## src/rtl/lcd_timing_pkg.sv

```systemverilog
// Shared types for the LCD timing controller: FSM states, timing config
// bundle and the config legality check.
package lcd_timing_pkg;

  // Widest counter the struct can hold; modules zero-extend CNT_W fields.
  localparam int TW = 16;
  // Totals are summed two bits wider so they never overflow.
  localparam int SW = TW + 2;

  typedef enum logic [1:0] {
    IDLE,
    RUN,
    DRAIN
  } state_t;

  typedef struct packed {
    logic [TW-1:0] h_sync;
    logic [TW-1:0] h_back;
    logic [TW-1:0] h_disp;
    logic [TW-1:0] h_front;
    logic [TW-1:0] v_sync;
    logic [TW-1:0] v_back;
    logic [TW-1:0] v_disp;
    logic [TW-1:0] v_front;
    logic          hs_pol;
    logic          vs_pol;
  } tcfg_t;

  function automatic logic [SW-1:0] tsum(
    input logic [TW-1:0] a,
    input logic [TW-1:0] b,
    input logic [TW-1:0] c,
    input logic [TW-1:0] d
  );
    return SW'(a) + SW'(b) + SW'(c) + SW'(d);
  endfunction

  // Non-zero sync/display and both totals fit a cw-bit counter.
  function automatic logic cfg_legal(
    input tcfg_t       c,
    input int unsigned cw
  );
    logic [SW-1:0] ht;
    logic [SW-1:0] vt;
    logic [SW-1:0] lim;
    ht  = tsum(c.h_sync, c.h_back, c.h_disp, c.h_front);
    vt  = tsum(c.v_sync, c.v_back, c.v_disp, c.v_front);
    lim = SW'(1) << cw;
    return (c.h_disp != '0) && (c.v_disp != '0) &&
           (c.h_sync != '0) && (c.v_sync != '0) &&
           (ht <= lim) && (vt <= lim);
  endfunction

endpackage

```

## src/rtl/lcd_delay_line.sv

```systemverilog
// Fixed-depth shift register aligning sync/DE to fetched pixels.
// Ports: clk, rstn (async low), din -> dout after DEPTH cycles.
module lcd_delay_line #(
  parameter int W     = 4,
  parameter int DEPTH = 2
) (
  input  logic         clk,
  input  logic         rstn,
  input  logic [W-1:0] din,
  output logic [W-1:0] dout
);

  logic [W-1:0] sr [DEPTH];

  always_ff @(posedge clk or negedge rstn) begin
    if (!rstn) begin
      for (int i = 0; i < DEPTH; i++) sr[i] <= '0;
    end else begin
      sr[0] <= din;
      for (int i = 1; i < DEPTH; i++) sr[i] <= sr[i-1];
    end
  end

  assign dout = sr[DEPTH-1];

endmodule

```

## src/rtl/lcd_timing_ctrl.sv

```systemverilog
// LCD/RGB timing controller: HS/VS/DE generation, frame-aligned config
// shadowing, pixel prefetch FETCH_LAT ahead of DE and underflow flag.
// Ports: clk, rstn, enable, cfg_* timing/polarity, cfg_update,
//   pix_req/pix_hpos/pix_vpos out, pix_valid/pix_data in,
//   hs/vs/de/data/frame_start out, busy, underflow(+_clr), cfg_err.
// Optional: LCD_TIMING_CTRL_TESTPAT_EN adds testpat (colour bars).
module lcd_timing_ctrl
  import lcd_timing_pkg::*;
#(
  parameter int CNT_W     = 12,
  parameter int PIX_W     = 24,
  parameter int FETCH_LAT = 2
) (
  input  logic             clk,
  input  logic             rstn,
  input  logic             enable,
  input  logic [CNT_W-1:0] cfg_h_sync,
  input  logic [CNT_W-1:0] cfg_h_back,
  input  logic [CNT_W-1:0] cfg_h_disp,
  input  logic [CNT_W-1:0] cfg_h_front,
  input  logic [CNT_W-1:0] cfg_v_sync,
  input  logic [CNT_W-1:0] cfg_v_back,
  input  logic [CNT_W-1:0] cfg_v_disp,
  input  logic [CNT_W-1:0] cfg_v_front,
  input  logic             cfg_hs_pol,
  input  logic             cfg_vs_pol,
  input  logic             cfg_update,
`ifdef LCD_TIMING_CTRL_TESTPAT_EN
  input  logic             testpat,
`endif
  output logic             pix_req,
  output logic [CNT_W-1:0] pix_hpos,
  output logic [CNT_W-1:0] pix_vpos,
  input  logic             pix_valid,
  input  logic [PIX_W-1:0] pix_data,
  output logic             hs,
  output logic             vs,
  output logic             de,
  output logic [PIX_W-1:0] data,
  output logic             frame_start,
  output logic             busy,
  output logic             underflow,
  input  logic             underflow_clr,
  output logic             cfg_err
);

  state_t           state_q, state_d;
  tcfg_t            live, sh;
  logic             live_ok;
  logic [CNT_W-1:0] h_q, v_q;
  logic             pend_q, err_q, uf_q;
  logic             run, start, at_h_last, at_end, upd;
  logic             tp;

  logic [SW-1:0] h_act, h_end, h_tot;
  logic [SW-1:0] v_act, v_end, v_tot;
  logic [SW-1:0] hx, vx;
  logic [CNT_W-1:0] h_last, v_last;
  logic [CNT_W-1:0] hpos, vpos;
  logic in_h, in_v, win;

`ifdef LCD_TIMING_CTRL_TESTPAT_EN
  assign tp = testpat;
`else
  assign tp = 1'b0;
`endif

  always_comb begin
    live         = '0;
    live.h_sync  = TW'(cfg_h_sync);
    live.h_back  = TW'(cfg_h_back);
    live.h_disp  = TW'(cfg_h_disp);
    live.h_front = TW'(cfg_h_front);
    live.v_sync  = TW'(cfg_v_sync);
    live.v_back  = TW'(cfg_v_back);
    live.v_disp  = TW'(cfg_v_disp);
    live.v_front = TW'(cfg_v_front);
    live.hs_pol  = cfg_hs_pol;
    live.vs_pol  = cfg_vs_pol;
  end

  assign live_ok = cfg_legal(live, CNT_W);

  assign h_act  = SW'(sh.h_sync) + SW'(sh.h_back);
  assign h_end  = h_act + SW'(sh.h_disp);
  assign h_tot  = tsum(sh.h_sync, sh.h_back,
                       sh.h_disp, sh.h_front);
  assign v_act  = SW'(sh.v_sync) + SW'(sh.v_back);
  assign v_end  = v_act + SW'(sh.v_disp);
  assign v_tot  = tsum(sh.v_sync, sh.v_back,
                       sh.v_disp, sh.v_front);
  // Totals never exceed 2^CNT_W, so the last count fits CNT_W bits.
  assign h_last = CNT_W'(h_tot - SW'(1));
  assign v_last = CNT_W'(v_tot - SW'(1));

  assign run       = (state_q != IDLE);
  assign start     = (state_q == IDLE) && enable && live_ok;
  assign at_h_last = (h_q == h_last);
  assign at_end    = run && at_h_last && (v_q == v_last);
  // A same-cycle cfg_update is honoured at this boundary.
  assign upd       = at_end && (pend_q || cfg_update);

  always_comb begin
    state_d = state_q;
    unique case (state_q)
      IDLE:  if (enable && live_ok) state_d = RUN;
      RUN:   if (!enable) state_d = at_end ? IDLE : DRAIN;
      DRAIN: begin
        if (enable)      state_d = RUN;
        else if (at_end) state_d = IDLE;
      end
      default: state_d = IDLE;
    endcase
  end

  always_ff @(posedge clk or negedge rstn) begin
    if (!rstn) begin
      state_q <= IDLE;
      h_q     <= '0;
      v_q     <= '0;
    end else begin
      state_q <= state_d;
      if (!run) begin
        h_q <= '0;
        v_q <= '0;
      end else if (at_h_last) begin
        h_q <= '0;
        v_q <= (v_q == v_last) ? '0 : v_q + CNT_W'(1);
      end else begin
        h_q <= h_q + CNT_W'(1);
      end
    end
  end

  always_ff @(posedge clk or negedge rstn) begin
    if (!rstn) begin
      sh     <= '0;
      pend_q <= 1'b0;
      err_q  <= 1'b0;
    end else begin
      if (start || (upd && live_ok)) sh <= live;

      if (start || upd)    pend_q <= 1'b0;
      else if (cfg_update) pend_q <= 1'b1;

      if (start)
        err_q <= 1'b0;
      else if (!live_ok && (upd || (state_q == IDLE && enable)))
        err_q <= 1'b1;
    end
  end

  assign hx   = SW'(h_q);
  assign vx   = SW'(v_q);
  assign in_h = (hx >= h_act) && (hx < h_end);
  assign in_v = (vx >= v_act) && (vx < v_end);
  assign win  = run && in_h && in_v;
  assign hpos = CNT_W'(hx - h_act);
  assign vpos = CNT_W'(vx - v_act);

  assign pix_req  = win && !tp;
  assign pix_hpos = pix_req ? hpos : '0;
  assign pix_vpos = pix_req ? vpos : '0;

  logic fs_raw, hs_raw, vs_raw;
  logic fs_d, hs_d, vs_d, de_d;

  assign fs_raw = run && (h_q == '0) && (v_q == '0);
  assign hs_raw = run && (hx < SW'(sh.h_sync));
  assign vs_raw = run && (vx < SW'(sh.v_sync));

`ifdef LCD_TIMING_CTRL_TESTPAT_EN
  localparam int BW = 4 + CNT_W;
  logic [BW-1:0]    bdin, bdout;
  logic [CNT_W-1:0] hpos_d;
  assign bdin = {fs_raw, hs_raw, vs_raw, win, hpos};
  assign {fs_d, hs_d, vs_d, de_d, hpos_d} = bdout;
`else
  localparam int BW = 4;
  logic [BW-1:0] bdin, bdout;
  assign bdin = {fs_raw, hs_raw, vs_raw, win};
  assign {fs_d, hs_d, vs_d, de_d} = bdout;
`endif

  lcd_delay_line #(
    .W     (BW),
    .DEPTH (FETCH_LAT)
  ) u_dly (
    .clk  (clk),
    .rstn (rstn),
    .din  (bdin),
    .dout (bdout)
  );

  // Idle uses live polarity so sync is inactive straight out of reset.
  logic hs_pol, vs_pol;
  assign hs_pol = run ? sh.hs_pol : cfg_hs_pol;
  assign vs_pol = run ? sh.vs_pol : cfg_vs_pol;
  assign hs     = ~(hs_d ^ hs_pol);
  assign vs     = ~(vs_d ^ vs_pol);
  assign de     = de_d;
  assign frame_start = fs_d;

`ifdef LCD_TIMING_CTRL_TESTPAT_EN
  localparam int CW3 = PIX_W / 3;

  function automatic logic [PIX_W-1:0] bar_rgb(
    input logic [2:0] b
  );
    logic [2:0] m;
    case (b)
      3'd0:    m = 3'b111;
      3'd1:    m = 3'b110;
      3'd2:    m = 3'b011;
      3'd3:    m = 3'b010;
      3'd4:    m = 3'b101;
      3'd5:    m = 3'b100;
      3'd6:    m = 3'b001;
      default: m = 3'b000;
    endcase
    return PIX_W'({{CW3{m[2]}}, {CW3{m[1]}}, {CW3{m[0]}}});
  endfunction

  logic [SW-1:0]    bar_q;
  logic [PIX_W-1:0] tp_pix;
  assign bar_q  = SW'({hpos_d, 3'b000}) / SW'(sh.h_disp);
  assign tp_pix = bar_rgb(bar_q[2:0]);
`else
  logic [PIX_W-1:0] tp_pix;
  assign tp_pix = '0;
`endif

  always_comb begin
    data = '0;
    if (de_d) begin
      if (tp)             data = tp_pix;
      else if (pix_valid) data = pix_data;
    end
  end

  logic uf_set;
  assign uf_set = de_d && !pix_valid && !tp;

  always_ff @(posedge clk or negedge rstn) begin
    if (!rstn) uf_q <= 1'b0;
    else       uf_q <= uf_set | (uf_q & ~underflow_clr);
  end

  assign busy      = run;
  assign underflow = uf_q;
  assign cfg_err   = err_q;

endmodule

```

## config.mk

```make
export PLATFORM = sky130hd
export DESIGN_NAME = lcd_timing_ctrl
export DESIGN_NICKNAME = d
export VERILOG_FILES = /design/src/rtl/lcd_timing_pkg.sv /design/src/rtl/lcd_delay_line.sv /design/src/rtl/lcd_timing_ctrl.sv
export SDC_FILE = /design/constraint.sdc
export NUM_CORES = 1
export LEC_CHECK = 0
export CORE_MARGIN = 4
export CORE_UTILIZATION = 62
export DETAILED_ROUTE_END_ITERATION = 7
export HOLD_SLACK_MARGIN = 0.02
export PLACE_DENSITY_LB_ADDON = 0.05
export SLEW_MARGIN = 25
export SYNTH_ARGS = -nofsm -noshare
export SYNTH_HDL_FRONTEND = slang
export SYNTH_HIERARCHICAL = 1
export SYNTH_SLANG_ARGS = --single-unit
```

## constraint.sdc

```tcl
create_clock -name clk -period 11.63 [get_ports clk]
set_clock_uncertainty 0.05 [all_clocks]
set_input_delay 2.326 -clock clk [delete_from_list [all_inputs] [get_ports clk]]
set_output_delay 2.326 -clock clk [all_outputs]
set_load 0.01 [all_outputs]
```

After elaboration in Yosys (flattened, before gate mapping)

Index checks and enable logic that the tools add are counted.

Register bits: 135
Bits in latches: 0
Bits in writable memories: 0
ROM bits: 0
Output and inout port bits: 56
Word-level logic and storage cells: 119
Memories kept: 0

Add/subtract/negate cells: 18
Multipliers: 0
Divide/modulo/power cells: 0
$lt $le $gt $ge: 8
Equality and inequality tests: 8
Shift-type cells: 0
Mux-type cells: 21
Bitwise operators: 7
Reduce and logical (&&, ||, !) cells: 39

Operator list:

| cell                                                                               | count |
|---|---|
| 12-bit two-way mux                                                                 | 7 |
| 16-bit nonzero test                                                                | 4 |
| 13-bit by 12-bit adder with 14-bit output                                          | 4 |
| 12-bit by 12-bit adder with 13-bit output                                          | 4 |
| 24-bit two-way mux                                                                 | 2 |
| 14-bit by 12-bit adder with 15-bit output                                          | 2 |
| 15-bit by 13-bit less-or-equal comparator with 1-bit output, second input constant | 2 |
| 12-bit by 14-bit less-than comparator with 1-bit output                            | 2 |
| 12-bit by 13-bit greater-or-equal comparator with 1-bit output                     | 2 |
| 12-bit by 1-bit adder with 12-bit output, second input constant                    | 2 |
| 12-bit adder                                                                       | 2 |
| 12-bit == test                                                                     | 2 |
| 12-bit logical NOT                                                                 | 2 |
| 12-bit less-than comparator                                                        | 2 |
| 12-bit by 1-bit subtractor with 12-bit output, second input constant               | 2 |
| 12-bit subtractor                                                                  | 2 |
| 1-bit logical AND                                                                  | 22 |
| 2-bit two-way mux                                                                  | 5 |
| 1-bit two-way mux                                                                  | 6 |
| 2-bit one-hot mux with 3 select lines                                              | 1 |
| 2-bit nonzero test                                                                 | 3 |
| 1-bit logical OR                                                                   | 4 |
| 2-bit by 1-bit != test with 1-bit output, second input constant                    | 2 |
| 3-bit != test, second input constant                                               | 1 |
| 10 further kinds                                                                   | 14 |

Longest topological paths before layout

Gate-level depths: netlist of run 1.

Depth after elaboration: 12
Gate-level depth with buffers: 30
Mapped depth without buffers: 28

Hierarchy

Netlist of run 1, hierarchy kept.

By module, submodules not included:

| module          | instances | cells each | area each (sq um) | seq. area each (sq um) |
|---|---|---|---|---|
| lcd_timing_ctrl | 1         | 1429       | 13367.8           | 3178.0 |
| lcd_delay_line  | 1         | 12         | 230.2             | 200.2 |

Least setup slack after synthesis of run 1

Ideal clock, no wire load.

Path kind: register -> output
From: register sh[50] in the netlist's numbering
To: output pix_hpos[6]
Arrival time: 5358 ps
Required time: 9254 ps
Path slack: 3896 ps
Stages on the path, launching flop included: 25
Path buffers: 2
Path through: dfrtp_1 -> ha_1 -> fa_1 -> a21o_1 -> a21oi_1 -> nor2b_1 -> o21a_1 -> o22ai_1 -> o21ba_2 -> xnor2_1 -> ha_1 -> a21oi_1 -> nand2_1 -> or3_1 -> a31o_1 -> a21oi_2 -> xor2_1 -> ha_1 -> or4_1 -> a221oi_1 -> a311oi_1 -> or4b_1 -> clkbuf_1 -> clkbuf_1 -> nor3_1

Cells in the longest elaborated chain, start to end: 6
Elaborated cells on any way between the ends: 7

RTL lines:

| element                                                 | line                   | RTL |
|---|---|---|
| from (decl)                                             | lcd_timing_ctrl.sv:48  | `tcfg_t live, sh;` |
| from (signal assigned)                                  | lcd_timing_ctrl.sv:141 | `if (start \|\| (upd && live_ok)) sh <= live;` |
| 12-bit by 12-bit adder with 13-bit output (*)           | n/a                    |  |
| 13-bit by 12-bit adder with 14-bit output               | n/a                    |  |
| 12-bit by 14-bit less-than comparator with 1-bit output | lcd_timing_ctrl.sv:156 | `assign in_v = (vx >= v_act) && (vx < v_end);` |
| 1-bit logical AND (*)                                   | lcd_timing_ctrl.sv:156 |  |
| 1-bit logical AND (*)                                   | lcd_timing_ctrl.sv:157 | `assign win = run && in_h && in_v;` |
| 12-bit two-way mux (*)                                  | lcd_timing_ctrl.sv:162 | `assign pix_hpos = pix_req ? hpos : '0;` |
| to (decl)                                               | lcd_timing_ctrl.sv:32  | `output logic [CNT_W-1:0] pix_hpos,` |

Mark *: on every way between the ends. The rest lies on a longest branch, timed or not.

Worst setup path in the final report of run 1

From: register sh[50] in the netlist's numbering
To: output pix_hpos[2]

Same word-level chain as after synthesis.

==> summary.md, run 1 <==
| Metric | Value |
|---|---|
| Multi-input combinational cell area | `0.009457 sq mm` |
| I/O pin count | `184` |
| Layout cells sized above 1 | `0.07498` |
| Largest family of logic cells by synthesized area | `adder cells` |
| Initial antenna violation count | `0` |
| Top cells by count, synth | `186 x ha_1, 148 x inv_1, 135 x dfrtp_1, 89 x nor2_1, 78 x mux2_2` |
| GR Layer Usage met1 | `0.4347` |
| Clk sinks | `135` |
| Simple-gate portion of the synthesized area | `0.1422` |
| Post-synth EDFFs | `0` |
| Die ar. | `0.02437 sq mm` |
| Slew Viols, Final | `0` |
| Synth Area in XOR/XNOR | `0.07389` |
| Avg Inst Size Synth | `9.437 sq um` |
| DRC Markers | `0` |
| Synth area leaders | `dfrtp_1 25%, ha_1 17%, fa_1 8.2%` |
| Period Utilization, post-route | `0.8071` |
| Layout fillers | `1561` |
| Synth area leader | `dfrtp_1` |
| Slew HR | `0.3320` |
| Die height | `156.1 microns` |
| Cts hold-fix bufs | `0` |
| Sequential cell area | `0.003378 sq mm` |
| Share of the synthesized area in the top cell type | `0.2484` |
| Post-CTS setup buffers | `0` |
| Vias in the first global route | `10970` |
| Largest net degree at the start of global routing | `73` |
| GR Util met2 | `0.4535` |
| Status | `finished clean` |
| First-pass DRT Iterations | `5` |
| Iter 0 DRT Violations | `695` |
| Grt met3 use | `0.04494` |
| CTS resizes | `0` |
| Core footprint | `0.02129 sq mm` |
| Root Buffer | `clkbuf_16` |
| Final wirelength | `35450 microns` |
| Synth Area in Compound Gates | `0.1382` |
| Worst-margin pin slew | `1002 ps` |
| Area Growth Syn to Fin | `19.11%` |
| DIE WIDTH | `156.1 microns` |
| Total Routing Usage GR | `0.2951` |
| WP data required | `9250 ps` |
| Netlist Area Pre-Place | `0.01360 sq mm` |
| First-pass GRT wire length | `56930 microns` |
| Final Wtd Congestion | `0.9207` |
| Worst Setup Start Kind | `register` |
| Prevailing post-synth register cell | `dfrtp_1` |
| Via Count | `11440` |
| Max-cap violation count | `0` |
| WP data arrival | `7010 ps` |
| Most frequent cell after synthesis | `ha_1` |
| DRT antenna net count | `0` |
| N_diodes | `0` |
| Hold Fails Final Rpt | `0` |
| GR Overflow Total | `0` |
| PortBufs | `183` |
| Max Clock Freq | `0.1065 GHz` |
| Post-synth cell types | `68` |
| Post-synthesis adder-cell area fraction | `0.2536` |
| Synth warnings | `6` |
| Setup TNS | `0 ps` |
| Row count | `53` |
| Via density | `6.014` |
| WL/cell | `18.64 microns` |
| Initial Util | `0.6388` |
| Synthesized instance count | `1441` |
| Final Util | `0.7609` |
| # H-tree levels | `4` |
| GR peak layer | `met2` |
| Kind of critical path | `reg2out` |
| CP endpoint kind | `output port` |
| RSZ-0062 raised after global routing | `no` |
| Flop2flop setup slack | `4490 ps` |
| CTS tree | `yes` |
| Flops & latches, synth | `135` |
| Clock Latency Late Sink | `430 ps` |
| Worst-path fanout max | `24` |
| Worst-path clk slew | `60 ps` |
| Hold Crit Class | `reg2reg` |
| Register area share after synthesis | `0.2484` |
| Post-synth net total | `1811` |
| FFs w/ async S/R, synth | `1.000` |
| Final #Nets | `1984` |
| Tmin final | `9386 ps` |
| Post-synthesis mux area share | `0.08704` |
| CTS Buf Count | `17` |
| Final Setup Violations | `0` |
| CTS max path bufs | `2` |
| Post-DP HPWL | `29260 microns` |
registers in the layout (all words and copies together) (netlist names):
register and flops:
cfg_err 1, u_dly/dout 4, u_dly/sr 4, sh 98
underflow 1, pend_q 1, state_q 2, h_q 12
v_q 12
path summary, 6_finish.rpt:
path                            cells past startpoint        start            end
worst max-delay path                               23       sh[50]    pix_hpos[2]
worst min-delay path                                0  u_dly/sr[7]  u_dly/dout[3]
worst max register to register                     27       sh[50]        sh[101]
worst min register to register                      0  u_dly/sr[7]  u_dly/dout[3]
max in group asynchronous                           2         rstn         sh[93]
min in group asynchronous                           1         rstn         h_q[1]
worst max-delay path, cell delays in order, from the launching register on:
cell             delay, ps
dfrtp_1                410
ha_1                   220
fa_1                   400
a21o_1                 180
a21oi_1                250
nor2b_1                 80
o21a_1                 180
o22ai_1                180
o21ba_2                160
xnor2_1                140
ha_1                   320
a21oi_1                210
nand2_1                 70
or3_1                  330
a31o_1                 230
a21oi_2                190
xor2_1                  90
ha_1                   210
or4_1                  410
a221oi_1               240
a311oi_1               100
or4b_1                 980
nor3_1                 400
clkdlybuf4s50_1        590
logic make-up after synthesis:
| group | Yosys count |
|---|---|
| buf+inv | 180 |
| xor+xnor | 110 |
| simple gates | 381 |
| flops | 135 |
| fa+ha+maj | 242 |
| mux | 106 |
| compound gates | 287 |
per-layer routing:
| layer | up-vias | part of all wire |
|---|---|---|
| li1 | 5478 | - |
| met1 | 5490 | 0.47 |
| met2 | 413 | 0.44 |
| met3 | 58 | 0.067 |
| met4 | 0 | 0.025 |
| met5 | - | 0 |
per-stage QoR:
stage / worst slack, ps / instances / hold WS, ps / area (sq um)
2_1_floorplan: 3896 / 1441 / 281.2 / 13600
3_3_place_gp: 3007 / 1870 / 287.3 / 15590
3_5_place_dp: 2767 / 1870 / 287.1 / 15590
4_1_cts: 2285 / 1902 / 297.5 / 16200
5_1_grt: 1906 / 1902 / 304.6 / 16200
6_report: 2244 / 1902 / 300.6 / 16200
cell usage in the layout, fill, tap and decap left out, types with 8 or more instances in the layout:
master,n
clkdlybuf4s50_1,182
o21ai_0,70
or3_1,8
o21a_1,14
a211oi_1,14
a21boi_0,8
inv_1,148
fa_1,56
a31oi_1,10
nor4_1,21
xor2_1,45
nand2_1,65
a21oi_1,62
dfrtp_1,135
nor2b_1,29
o211ai_1,11
mux2_2,78
nor3_1,30
clkbuf_16,17
xnor2_1,62
ha_1,186
and3_1,42
mux2i_1,8
mux2_1,20
a21o_1,30
and2_1,10
nand4_1,13
nand2b_1,19
nand3_1,43
nor2_1,89
o21bai_1,10
cell type report:
cell class | instances | area share
multi-input combinational | 1126 | 0.5839
clock inverter | 12 | 0.008652
tap | 275 | 0.02124
inverter | 148 | 0.03430
clock buffer | 20 | 0.02881
timing repair buffer | 186 | 0.1146
sequential | 135 | 0.2086
Power of run 1 is left out: the tool's default activity adds up to more than one toggle a clock period on the data nets, which glitch-free logic cannot reach.
==> inputs of run 2 (changes only) <==
Settings changed: CORE_UTILIZATION 62 to 52.
Clock period 11.63 ns to 8.5 ns, I/O delays scaled along.
==> run 2 against run 1 <==
Compared with the run above: critical path type unchanged; count of clock-buffer cells in the layout down 2; flip-flop and latch count unchanged; first-iteration DRC count up 1.0%; wire length up 1.1%; via count down 1.9%; global-route usage down 4.3 points; highest routed layer unchanged; critical endpoint is now pix_vpos[6].
==> summary.md, run 2 (synthesis gave the netlist of run 1 again) <==
| Metric | Value |
|---|---|
| I/O pin count | `184 (unchanged)` |
| Initial antenna violation count | `0 (unchanged)` |
| Final #Nets | `1987 (was 1984)` |
| Layout cells sized above 1 | `0.07796 (was 0.07498)` |
| Via density | `5.725 (was 6.014)` |
| Layout fillers | `2137 (was 1561)` |
| Worst hold margin | `300.7 ps (was 300.6 ps)` |
| Largest net degree at the start of global routing | `77 (was 73)` |
| Clk sinks | `135 (unchanged)` |
| DRT antenna net count | `0 (unchanged)` |
| Worst Setup Start Kind | `register (unchanged)` |
| Largest regs | `sh (98), h_q (12), v_q (12) (unchanged)` |
| Hold Fails Final Rpt | `0 (unchanged)` |
| Largest register FFs | `98 (unchanged)` |
| Vias in the first global route | `10940 (was 10970)` |
| Worst-path clk slew | `60 ps (about the same)` |
| Slew HR | `0.3782 (was 0.3320)` |
| Via Count | `11220 (was 11440)` |
| Status | `finished clean (unchanged)` |
| CTS max path bufs | `2 (unchanged)` |
| WL/cell | `18.29 microns (was 18.64 microns)` |
| Hold Crit Class | `reg2reg (unchanged)` |
| Core footprint | `0.02547 sq mm (was 0.02129 sq mm)` |
| PortBufs | `183 (unchanged)` |
| # H-tree levels | `4 (unchanged)` |
| Worst setup margin | `321.2 ps (was 2244 ps)` |
| First-pass GRT wire length | `57790 microns (was 56930 microns)` |
| Worst-path fanout max | `24 (unchanged)` |
| Final Wtd Congestion | `0.9093 (was 0.9207)` |
| Initial Util | `0.5338 (was 0.6388)` |
| Max Clock Freq | `0.1223 GHz` |
| Max-cap violation count | `0 (unchanged)` |
| Area Growth Syn to Fin | `19.63% (was 19.11%)` |
| CTS tree | `yes (unchanged)` |
| Fin area | `0.01627 sq mm (was 0.01620 sq mm)` |
| Post-DP HPWL | `29570 microns (was 29260 microns)` |
| Placed Area | `0.01568 sq mm (was 0.01559 sq mm)` |
| Worst-margin pin slew | `931.0 ps (was 1002 ps)` |
| Total Routing Usage GR | `0.2518 (was 0.2951)` |
| Most frequent cells in the layout | `186 x ha_1, 175 x clkdlybuf4s50_1, 148 x inv_1, 135 x dfrtp_1, 89 x nor2_1 (was 186 x ha_1, 182 x clkdlybuf4s50_1, 148 x inv_1, 135 x dfrtp_1, 89 x nor2_1)` |
| First-pass DRT Iterations | `5 (unchanged)` |
| Clock Latency Late Sink | `430 ps (about the same)` |
| Die height | `169.7 microns (was 156.1 microns)` |
| Die ar. | `0.02880 sq mm (was 0.02437 sq mm)` |
| Final Setup Violations | `0 (unchanged)` |
| WP data required | `6750 ps (was 9250 ps)` |
| CP endpoint kind | `output port (unchanged)` |
| Slew Viols, Final | `0 (unchanged)` |
| CTS Buf Count | `17 (unchanged)` |
| WP data arrival | `6430 ps (was 7010 ps)` |
| Cts hold-fix bufs | `0 (unchanged)` |
| Final Util | `0.6386 (was 0.7609)` |
| GR Overflow Total | `0 (unchanged)` |
| Kind of critical path | `reg2out (unchanged)` |
| Tmin final | `8179 ps` |
| Top reg by flops | `sh (unchanged)` |
| DIE WIDTH | `169.7 microns (was 156.1 microns)` |
| Setup WS pre-CTS | `686.8 ps (was 2767 ps)` |
| Row count | `58 (was 53)` |
| Most common cell after layout, fill and taps aside | `ha_1 (unchanged)` |
| DRC Markers | `0 (unchanged)` |
| Period Utilization, post-route | `0.9622` |
| Final wirelength | `35830 microns (was 35450 microns)` |
| Root Buffer | `clkbuf_16 (unchanged)` |
| Iter 0 DRT Violations | `702 (was 695)` |
| N_diodes | `0 (unchanged)` |
## run 2: cell types whose count changed in the layout (fill, tap and decap cells not counted), moves of 2 or more
cell | before | now
bufinv_16 | 2 | 0
clkbuf_8 | 3 | 1
clkinv_2 | 1 | 3
a21oi_1 | 62 | 60
dlymetal6s2s_1 | 0 | 7
clkinv_4 | 3 | 1
clkdlybuf4s50_1 | 182 | 175
inv_6 | 3 | 5
a21oi_2 | 1 | 3
## run 2: stage by stage
step | setup TNS, ps | instances
2_1_floorplan | 0 | 1441
3_5_place_dp | 0 | 1926
3_3_place_gp | 0 | 1926
5_1_grt | -290.7 | 1959
4_1_cts | 0 | 1957
6_report | 0 | 1959
## run 2: cell type report
| type | count | area (sq um) | area share |
|---|---|---|---|
| flip-flops and latches | 135 | 3378 | 0.2077 |
| clock buffers | 18 | 439.2 | 0.02700 |
| clock inverters | 13 | 97.59 | 0.006000 |
| inverters | 148 | 555.5 | 0.03415 |
| repair buffers | 189 | 1912 | 0.1175 |
| well taps | 330 | 412.9 | 0.02538 |
| multi-input cells | 1126 | 9472 | 0.5823 |
## run 2: per-layer routing
metal | track usage | share of wire | routed length (microns) | vias to the layer above
met3 | 0.03587 | 0.061 | 2170 | 28
met2 | 0.3732 | 0.43 | 15260 | 295
met5 | 0 | 0 | 0 | -
li1 | - | - | - | 5498
met1 | 0.3933 | 0.50 | 17960 | 5395
met4 | 0.04935 | 0.012 | 436 | 0
## run 2: worst max-delay path, stage by stage (launching register included)
cell and delay [ps]:
dfrtp_1 410, ha_1 220, fa_1 400, a21o_1 190, a21oi_2 170, nor2b_1 60
o21a_1 180, o22ai_1 180, o21ba_2 160, xnor2_1 140, ha_1 300, buf_4 150
a21o_1 190, a21oi_1 150, a31oi_1 90, a31o_1 260, a21oi_2 190, xor2_1 90
ha_1 210, or4_1 430, a221oi_1 240, a311oi_1 100, or4b_1 530, buf_6 200
nor3_1 200, clkdlybuf4s50_1 560
## run 2: path summary, 6_finish.rpt
path                       slack (ps)            end   startpoint  depth (start not counted)
setup / recovery                  320    pix_vpos[6]       sh[50]                         25
hold / removal                    300  u_dly/dout[3]  u_dly/sr[7]                          0
setup reg to reg                 1780         sh[22]       sh[50]                         28
hold reg to reg                   300  u_dly/dout[3]  u_dly/sr[7]                          0
max in group asynchronous        5870         sh[23]         rstn                          2
min in group asynchronous        1270         sh[83]         rstn                          1
## run 2: repair_timing
| action | CTS | global route |
|---|---|---|
| gates resized for setup | 0 | 12 |
| buffers inserted | 0 | 2 |
| endpoints found under the hold margin | 0 | 0 |
| endpoints found under the setup margin | 0 | 24 |
Power of run 2 is left out for the same reason.
